File: src/rtl/nn_mac_scheduler.sv
// nn_mac_scheduler: Wishbone register file plus the FSM that streams
// weight/activation pairs out of the input FIFO and accumulates their
// 16x16 signed products into a 32-bit wrapping accumulator.
module nn_mac_scheduler #(
    parameter logic [31:0] BASE_ADDRESS = 32'h3000_0010,
    parameter int          LEN_W        = 8
) (
    input  logic        wb_clk_i,
    input  logic        wb_rst_ni,
    input  logic        wbs_stb_i,
    input  logic        wbs_cyc_i,
    input  logic        wbs_we_i,
    input  logic [3:0]  wbs_sel_i,
    input  logic [31:0] wbs_adr_i,
    input  logic [31:0] wbs_dat_i,
    output logic        wbs_ack_o,
    output logic [31:0] wbs_dat_o,
    input  logic        fifo_empty_i,
    input  logic [31:0] fifo_data_i,
    output logic        fifo_rd_en_o,
    output logic        irq_o
);

    typedef enum logic [1:0] {S_IDLE, S_FETCH, S_ACC, S_DONE} state_t;

    // Decoded bus request for the current cycle.
    typedef struct packed {
        logic       hit;
        logic       wr;
        logic       rd;
        logic [1:0] idx;
    } wb_req_t;

    state_t             state, state_nx;
    wb_req_t            req;
    logic [31:0]        off;
    logic [31:0]        rdata;
    logic               irq_en, start_q, done, ovf;
    logic [LEN_W-1:0]   len, count;
    logic [31:0]        acc, sum;
    logic signed [15:0] w, a;
    logic signed [31:0] prod;
    logic               wr_ctrl, wr_len, clear_cmd, start_cmd;
    logic               last, add_ovf, busy;

    // Byte selects and the upper write-data bits carry no information here.
    logic unused_bits;
    assign unused_bits = ^{wbs_sel_i, wbs_dat_i};

    // Address decode; the ~ack term keeps a held strobe from getting back-to-back acks.
    always_comb begin
        off     = wbs_adr_i - BASE_ADDRESS;
        req.idx = off[3:2];
        req.hit = wbs_stb_i & wbs_cyc_i & ~wbs_ack_o &
                  (off[31:4] == 28'd0) & (off[1:0] == 2'b00);
        req.wr  = req.hit & wbs_we_i;
        req.rd  = req.hit & ~wbs_we_i;
    end

    assign wr_ctrl   = req.wr & (req.idx == 2'd0);
    assign wr_len    = req.wr & (req.idx == 2'd1);
    assign clear_cmd = wr_ctrl & wbs_dat_i[1];
    // Clear dominates a simultaneous start.
    assign start_cmd = wr_ctrl & wbs_dat_i[0] & ~wbs_dat_i[1];

    assign busy  = (state != S_IDLE);
    assign irq_o = done & irq_en;

    // Read-data mux; start/clear are pulses and always read back as 0.
    always_comb begin
        rdata = 32'd0;
        case (req.idx)
            2'd0: rdata = {29'd0, irq_en, 2'b00};
            2'd1: rdata = {{(32 - LEN_W){1'b0}}, len};
            2'd2: rdata = {29'd0, ovf, done, busy};
            default: rdata = acc;
        endcase
    end

    // Bus-side registers: ack, read data, CTRL/LEN, and the latched start pulse.
    always_ff @(posedge wb_clk_i or negedge wb_rst_ni) begin
        if (!wb_rst_ni) begin
            wbs_ack_o <= 1'b0;
            wbs_dat_o <= 32'd0;
            irq_en    <= 1'b0;
            len       <= '0;
            start_q   <= 1'b0;
        end else begin
            wbs_ack_o <= req.hit;
            wbs_dat_o <= req.rd ? rdata : 32'd0;
            start_q   <= start_cmd;
            if (wr_ctrl) irq_en <= wbs_dat_i[2];
            if (wr_len)  len    <= wbs_dat_i[LEN_W-1:0];
        end
    end

    // MAC arithmetic: signed product, wrapping sum, signed-overflow detect.
    always_comb begin
        w       = fifo_data_i[31:16];
        a       = fifo_data_i[15:0];
        prod    = w * a;
        sum     = acc + prod;
        add_ovf = (acc[31] == prod[31]) & (sum[31] != acc[31]);
        last    = ({1'b0, count} + (LEN_W + 1)'(1)) == {1'b0, len};
    end

    // Next state and FIFO pop; a clear write blocks the pop in its own cycle.
    always_comb begin
        state_nx     = state;
        fifo_rd_en_o = 1'b0;
        case (state)
            S_IDLE:  if (start_q) state_nx = (len == '0) ? S_DONE : S_FETCH;
            S_FETCH: begin
                if (!fifo_empty_i) begin
                    fifo_rd_en_o = ~clear_cmd;
                    state_nx     = S_ACC;
                end
            end
            S_ACC:   state_nx = last ? S_DONE : S_FETCH;
            default: state_nx = S_IDLE;
        endcase
    end

    // State register; clear forces IDLE from any state.
    always_ff @(posedge wb_clk_i or negedge wb_rst_ni) begin
        if (!wb_rst_ni)     state <= S_IDLE;
        else if (clear_cmd) state <= S_IDLE;
        else                state <= state_nx;
    end

    // Accumulator, pair counter and sticky flags.
    always_ff @(posedge wb_clk_i or negedge wb_rst_ni) begin
        if (!wb_rst_ni) begin
            acc   <= 32'd0;
            count <= '0;
            done  <= 1'b0;
            ovf   <= 1'b0;
        end else if (clear_cmd) begin
            acc   <= 32'd0;
            count <= '0;
            done  <= 1'b0;
            ovf   <= 1'b0;
        end else begin
            case (state)
                S_IDLE: begin
                    if (start_q) begin
                        acc   <= 32'd0;
                        count <= '0;
                        done  <= 1'b0;
                        ovf   <= 1'b0;
                    end
                end
                S_ACC: begin
                    acc   <= sum;
                    count <= count + 1'b1;
                    if (add_ovf) ovf <= 1'b1;
                end
                S_DONE:  done <= 1'b1;
                default: ;
            endcase
        end
    end

endmodule

File: config.mk
export PLATFORM = sky130hd
export DESIGN_NAME = nn_mac_scheduler
export DESIGN_NICKNAME = d
export VERILOG_FILES = /design/src/rtl/nn_mac_scheduler.sv
export SDC_FILE = /design/constraint.sdc
export NUM_CORES = 1
export LEC_CHECK = 0
export ABC_AREA = 1
export CORE_MARGIN = 8
export CORE_UTILIZATION = 61
export DETAILED_ROUTE_END_ITERATION = 8
export PLACE_DENSITY = 0.95
export SETUP_SLACK_MARGIN = 0.3
export SLEW_MARGIN = 20
export SYNTH_ARGS = -nofsm -noshare
export SYNTH_HDL_FRONTEND = slang
export SYNTH_SLANG_ARGS = --single-unit
File: constraint.sdc
create_clock -name wb_clk_i -period 3.8 [get_ports wb_clk_i]
set_clock_uncertainty 0.15 [all_clocks]
set_input_delay 1.14 -clock wb_clk_i [delete_from_list [all_inputs] [get_ports wb_clk_i]]
set_output_delay 1.14 -clock wb_clk_i [all_outputs]
set_load 0.01 [all_outputs]
==> impl_metrics.csv, run 1 <==
group,metric,value,unit
outcome,outcome,"aborted with a tool error",
outcome,flow.stopped_at,"global routing",
outcome,first-error,"[ERROR GRT-0116] Global routing finished with congestion. Check the congestion regions in the DRC Viewer.",
grt,globalRoute.totalOverflow,181,
grt,grt_start_max_net_pins,88,
yosys,post-synth-top-area-fraction,33.5,%
yosys,async_flop_share,100,%
cts,tritoncts_buffer_count,9,
die,start_util,62.3,%
yosys,area_fraction_in_compound_gates_after_synthesis,7.45,%
yosys,ys.warnings.count,0,
yosys,muxShareOfSynthArea,0.429,%
place,place_ws,-4.63,ns
place,gp_routability_congestion,0.963,
cts,htree_num_levels,3,
cts,cts_root_buf,"sky130_fd_sc_hd__clkbuf_16",
grt,first_pass_grt_wire_length,168,mm
yosys,combinational_family_with_the_most_area_after_synthesis,"adder cells",
die,floorplan.io_pins,141,
die,die_height,177,um
yosys,yosys.cell_types.count,47,
place,port_buffer_cells,112,
yosys,ys_ff_latch,87,
die,chipWidth,177,um
yosys,ys_seq_area_share,13.8,%
yosys,synth.net_count,2498,
place,dpl.hpwl,44.4,mm
yosys,synth_area_leaders,"sky130_fd_sc_hd__fa_1 33%, sky130_fd_sc_hd__dfrtp_1 14%, sky130_fd_sc_hd__inv_1 13%",
grt,first_global_vias,24597,
yosys,synth_ff_type,"sky130_fd_sc_hd__dfrtp_1",
yosys,post_synth.cell_area_avg,7.81,um2
cts,cts_hold_buffers,0,
place,placement.cell_area,0.0197,mm2
yosys,synth-edff-count,0,
yosys,syn_area,0.0157,mm2
yosys,synth_adder_area_share,42.5,%
yosys,post_synth_inst_count,2015,
cts,cts_sinks,87,
yosys,post-synth-top-area-cell,"sky130_fd_sc_hd__fa_1",
yosys,synth_xor_area_share,3.73,%
die,floorplan.rows,58,
grt,groute.usage.overall,73.1,%
yosys,synth-simple-area-share,17.4,%
cts,cts_buffer_depth,2,
## kinds of logic after synthesis
| kind of cell | count (synthesis) |
|---|---|
| flops | 87 |
| simple gates | 671 |
| xor+xnor | 67 |
| buf+inv | 605 |
| compound gates | 202 |
| mux | 6 |
| fa+ha+maj | 377 |
## routing by layer
| metal | global-route usage (%) | overflow |
|---|---|---|
| met5 | 30.2 | 0 |
| met4 | 76.3 | 73 |
| met3 | 64.1 | 2 |
| met2 | 86.2 | 106 |
| met1 | 70.1 | 0 |
## cells in the mapped netlist (3+ instances only)
master / count
sky130_fd_sc_hd__inv_1: 533
sky130_fd_sc_hd__nand2_1: 458
sky130_fd_sc_hd__fa_1: 263
sky130_fd_sc_hd__ha_1: 114
sky130_fd_sc_hd__nor2_1: 105
sky130_fd_sc_hd__dfrtp_1: 87
sky130_fd_sc_hd__a21oi_1: 66
sky130_fd_sc_hd__clkbuf_1: 62
sky130_fd_sc_hd__nand3_1: 45
sky130_fd_sc_hd__o21ai_0: 45
sky130_fd_sc_hd__xor2_1: 41
sky130_fd_sc_hd__nor3_1: 32
sky130_fd_sc_hd__xnor2_1: 26
sky130_fd_sc_hd__o22ai_1: 21
sky130_fd_sc_hd__o21ai_1: 20
sky130_fd_sc_hd__o21bai_1: 13
sky130_fd_sc_hd__a31oi_1: 11
sky130_fd_sc_hd__a21o_1: 10
sky130_fd_sc_hd__nand4_1: 9
sky130_fd_sc_hd__or2_2: 7
sky130_fd_sc_hd__mux2_2: 6
sky130_fd_sc_hd__a221oi_1: 3
sky130_fd_sc_hd__buf_6: 3
sky130_fd_sc_hd__nor2_2: 3
sky130_fd_sc_hd__nor4_1: 3
sky130_fd_sc_hd__o221ai_1: 3
## through the flow
stage	util (%)	hold WS (ns)	setup TNS [ns]	instances
4_1_cts	89.3	0.391	-92.45	2780
3_3_place_gp	77.9	0.342	-104.40	2653
2_1_floorplan	-	0.324	-77.45	2015
3_5_place_dp	77.9	0.366	-117.24	2653
## timing repair
| action | in CTS |
|---|---|
| hold endpoints to repair | 0 |
| cloned | 7 |
| resized for setup | 623 |
| pin swaps | 250 |
| endpoints found under the setup margin | 65 |
| setup buffers | 104 |
==> run 2: changes to the inputs <==
Settings changed: CORE_UTILIZATION 61 to 40, PLACE_DENSITY 0.95 to default, PLACE_DENSITY_LB_ADDON from default to 0.15, SETUP_SLACK_MARGIN 0.3 to default.
==> impl_metrics.csv, run 2 <==
group,metric,value,unit
yosys,post-synth-top-area-cell,"sky130_fd_sc_hd__fa_1",
setup_path,worst-r2r-setup-slack,1.10,ns
yosys,synth_ff_type,"sky130_fd_sc_hd__dfrtp_1",
cts,cts_root_buf,"sky130_fd_sc_hd__clkbuf_16",
yosys,yosysMostFrequentCell,"sky130_fd_sc_hd__inv_1",
cts,worst_skew_pair.late_latency,0.35,ns
sta,final-hold-violation-count,0,
setup_path,crit_path_top_delay_cell,"sky130_fd_sc_hd__fa_1",
die,design.core.area,0.0387,mm2
finish,syn2layout_area_growth,54.4,%
outcome,outcome,"finished with violations",
die,start_util,40.6,%
finish,drive_gt1_share,38.3,%
die,die_height,214,um
finish,layoutNonFillerInstCount,3031,
cts,clk_transition_reported_paths,0.07,ns
die,floorplan.rows,72,
sta,timing_worst_slew_pin_value,0.658,ns
cts,cts_buffer_depth,2,
grt,grt_start_max_net_pins,50,
place,port_buffer_cells,112,
grt,first_pass_grt_wire_length,79.3,mm
yosys,synth.net_count,2498,
place,dpl.hpwl,36.4,mm
detailed_routing,drt-vias-per-instance,4.79,
grt,groute.usage.overall,20.9,%
flow_run,cap_violations,0,
cts,tritoncts,"yes",
die,floorplan.io_pins,141,
sta,setup_viol_count_final,30,
yosys,ys_ff_latch,87,
yosys,syn_area,0.0157,mm2
yosys,synth.cells.most_frequent,"533 x sky130_fd_sc_hd__inv_1, 458 x sky130_fd_sc_hd__nand2_1, 263 x sky130_fd_sc_hd__fa_1",
sta,post-route-worst-setup-slack,-3.86,ns
cts,cts_sinks,87,
detailed_routing,route.detailed.wl_per_inst,16.2,um
die,chipWidth,214,um
finish,design_area,0.0243,mm2
sta,achievable-frequency,0.131,GHz
cts,cts_hold_buffers,0,
setup_path,cp-start-kind,"primary input",
setup_path,critical_path.endpoint_type,"flop",
setup_path,timing.critical_path.slowest_cell_delay,0.53,ns
place,numPlacedInstances,2875,
place,placement.cell_area,0.0203,mm2
sta,rsz0062_at_grt,"yes",
sta,worst_slew_margin_rel,56.1,%
setup_path,critPathMaxFanout,5,
grt,number_of_antenna_violations_at_the_first_check_in_global_routing,0,
sta,layout_worst_path_cycle_share,202,%
yosys,post_synth_inst_count,2015,
grt,globalRoute.totalOverflow,0,
setup_path,worst_ep_required_time,3.89,ns
outcome,violations,"setup timing",
finish,final_common_cell,"sky130_fd_sc_hd__inv_1",
sta,timing.hold.ws,0.371,ns
detailed_routing,first_iter_violations,554,
detailed_routing,drc,0,
sta,min_period,7.66,ns
detailed_routing,antenna_violating_nets_post_route,0,
yosys,post_synth.cell_area_avg,7.81,um2
detailed_routing,firstDrtPassIters,5,
yosys,ys.warnings.count,0,
min_path,min_path_type,"flop to flop",
detailed_routing,routed-via-count,14522,
detailed_routing,routed_wl,49.1,mm
yosys,ys_seq_area_share,13.8,%
yosys,synth_area_leaders,"sky130_fd_sc_hd__fa_1 33%, sky130_fd_sc_hd__dfrtp_1 14%, sky130_fd_sc_hd__inv_1 13%",
setup_path,worst_setup_path_category,"primary input to flop",
setup_path,worst-endpoint-arrival,7.75,ns
finish,final_net_count,2991,
place,place_ws,-4.39,ns
yosys,yosys.cell_types.count,47,
finish,final.fill_count,3168,
cts,htree_num_levels,3,
die,floorplan.die_area,0.0459,mm2
place,gp_routability_congestion,0.905,
yosys,async_flop_share,100,%
finish,top_registers,"acc: 32 flops, wbs_dat_o: 32 flops",
finish,most_used_cells_in_the_layout_excluding_fill_and_tap_cells,"448 x sky130_fd_sc_hd__inv_1, 349 x sky130_fd_sc_hd__nand2_1, 304 x sky130_fd_sc_hd__buf_4",
yosys,post-synth-top-area-fraction,33.5,%
cts,tritoncts_buffer_count,9,
finish,n_diodes,0,
sta,slew_violations,0,
yosys,synth-edff-count,0,
grt,first_global_vias,15602,
-- run 2: cell counts after synthesis --
Identical to the previous run, type by type.
-- run 2: final cells by class --
class,instances,area (um2),area share [%]
Inverter,536,2030,8.37
Multi-Input combinational cell,1323,13700,56.6
Clock inverter,7,104,0.428
Timing Repair Buffer,551,5360,22.1
Tap cell,518,648,2.67
Sequential cell,87,2180,8.96
Clock buffer,9,225,0.927
-- run 2: critical path, delay by kind of cell --
kind	cells	cell delay (ns)
AOI/OAI and AO/OA	4	0.56
xor gates and xnor gates	1	0.18
adders and majority gates	8	3.64
buffers and inverters	10	0.81
and+or+nand+nor	13	1.39
-- run 2: timing repair --
action	in CTS	in global routing
gates resized for setup	401	343
pin swaps	219	203
cloned	7	1
setup buffers	94	50
endpoints found under the setup margin	31	31
-- run 2: final timing paths --
kind,startpoint,end,cells past startpoint
worst min register to register,len[0]$_DFFE_PN0P_,len[0]$_DFFE_PN0P_,2
worst min-delay path,len[0]$_DFFE_PN0P_,len[0]$_DFFE_PN0P_,2
worst max register to register,acc[0]$_DFFE_PN0P_,acc[30]$_DFFE_PN0P_,12
min in group asynchronous,wb_rst_ni,acc[13]$_DFFE_PN0P_,1
worst max-delay path,fifo_data_i[6],acc[29]$_DFFE_PN0P_,36
max in group asynchronous,wb_rst_ni,acc[25]$_DFFE_PN0P_,2
-- run 2: cells by family after synthesis --
| kind of cell | Yosys count | share of synthesized area (%) |
|---|---|---|
| AOI/OAI and AO/OA | 202 | 7.45 |
| and+or+nand+nor | 671 | 17.4 |
| xor gates and xnor gates | 67 | 3.73 |
| adders and majority gates | 377 | 42.5 |
| buffers and inverters | 605 | 14.7 |
| DFF | 87 | 13.8 |
| muxes | 6 | 0.429 |
-- run 2: per-layer routing --
| layer | track usage (%) | vias to the layer above | share of wire [%] |
|---|---|---|---|
| met1 | 26.9 | 7202 | 42 |
| met2 | 37.3 | 283 | 52 |
| met4 | 5.26 | 0 | 2.5 |
| li1 | - | 6958 | - |
| met5 | 0 | - | 0 |
| met3 | 1.72 | 79 | 3.2 |
-- run 2: per-stage QoR --
| step | util, % | TNS [ns] |
|---|---|---|
| 2_1_floorplan | - | -77.45 |
| 3_3_place_gp | 52.4 | -108.57 |
| 3_5_place_dp | 52.4 | -109.19 |
| 4_1_cts | 58.6 | -85.81 |
| 5_1_grt | 62.7 | -94.06 |
| 6_report | 62.7 | -87.79 |
Power of run 2 is not shown: default switching activity piles up to over one toggle a cycle in this logic, so the estimate is an artifact.
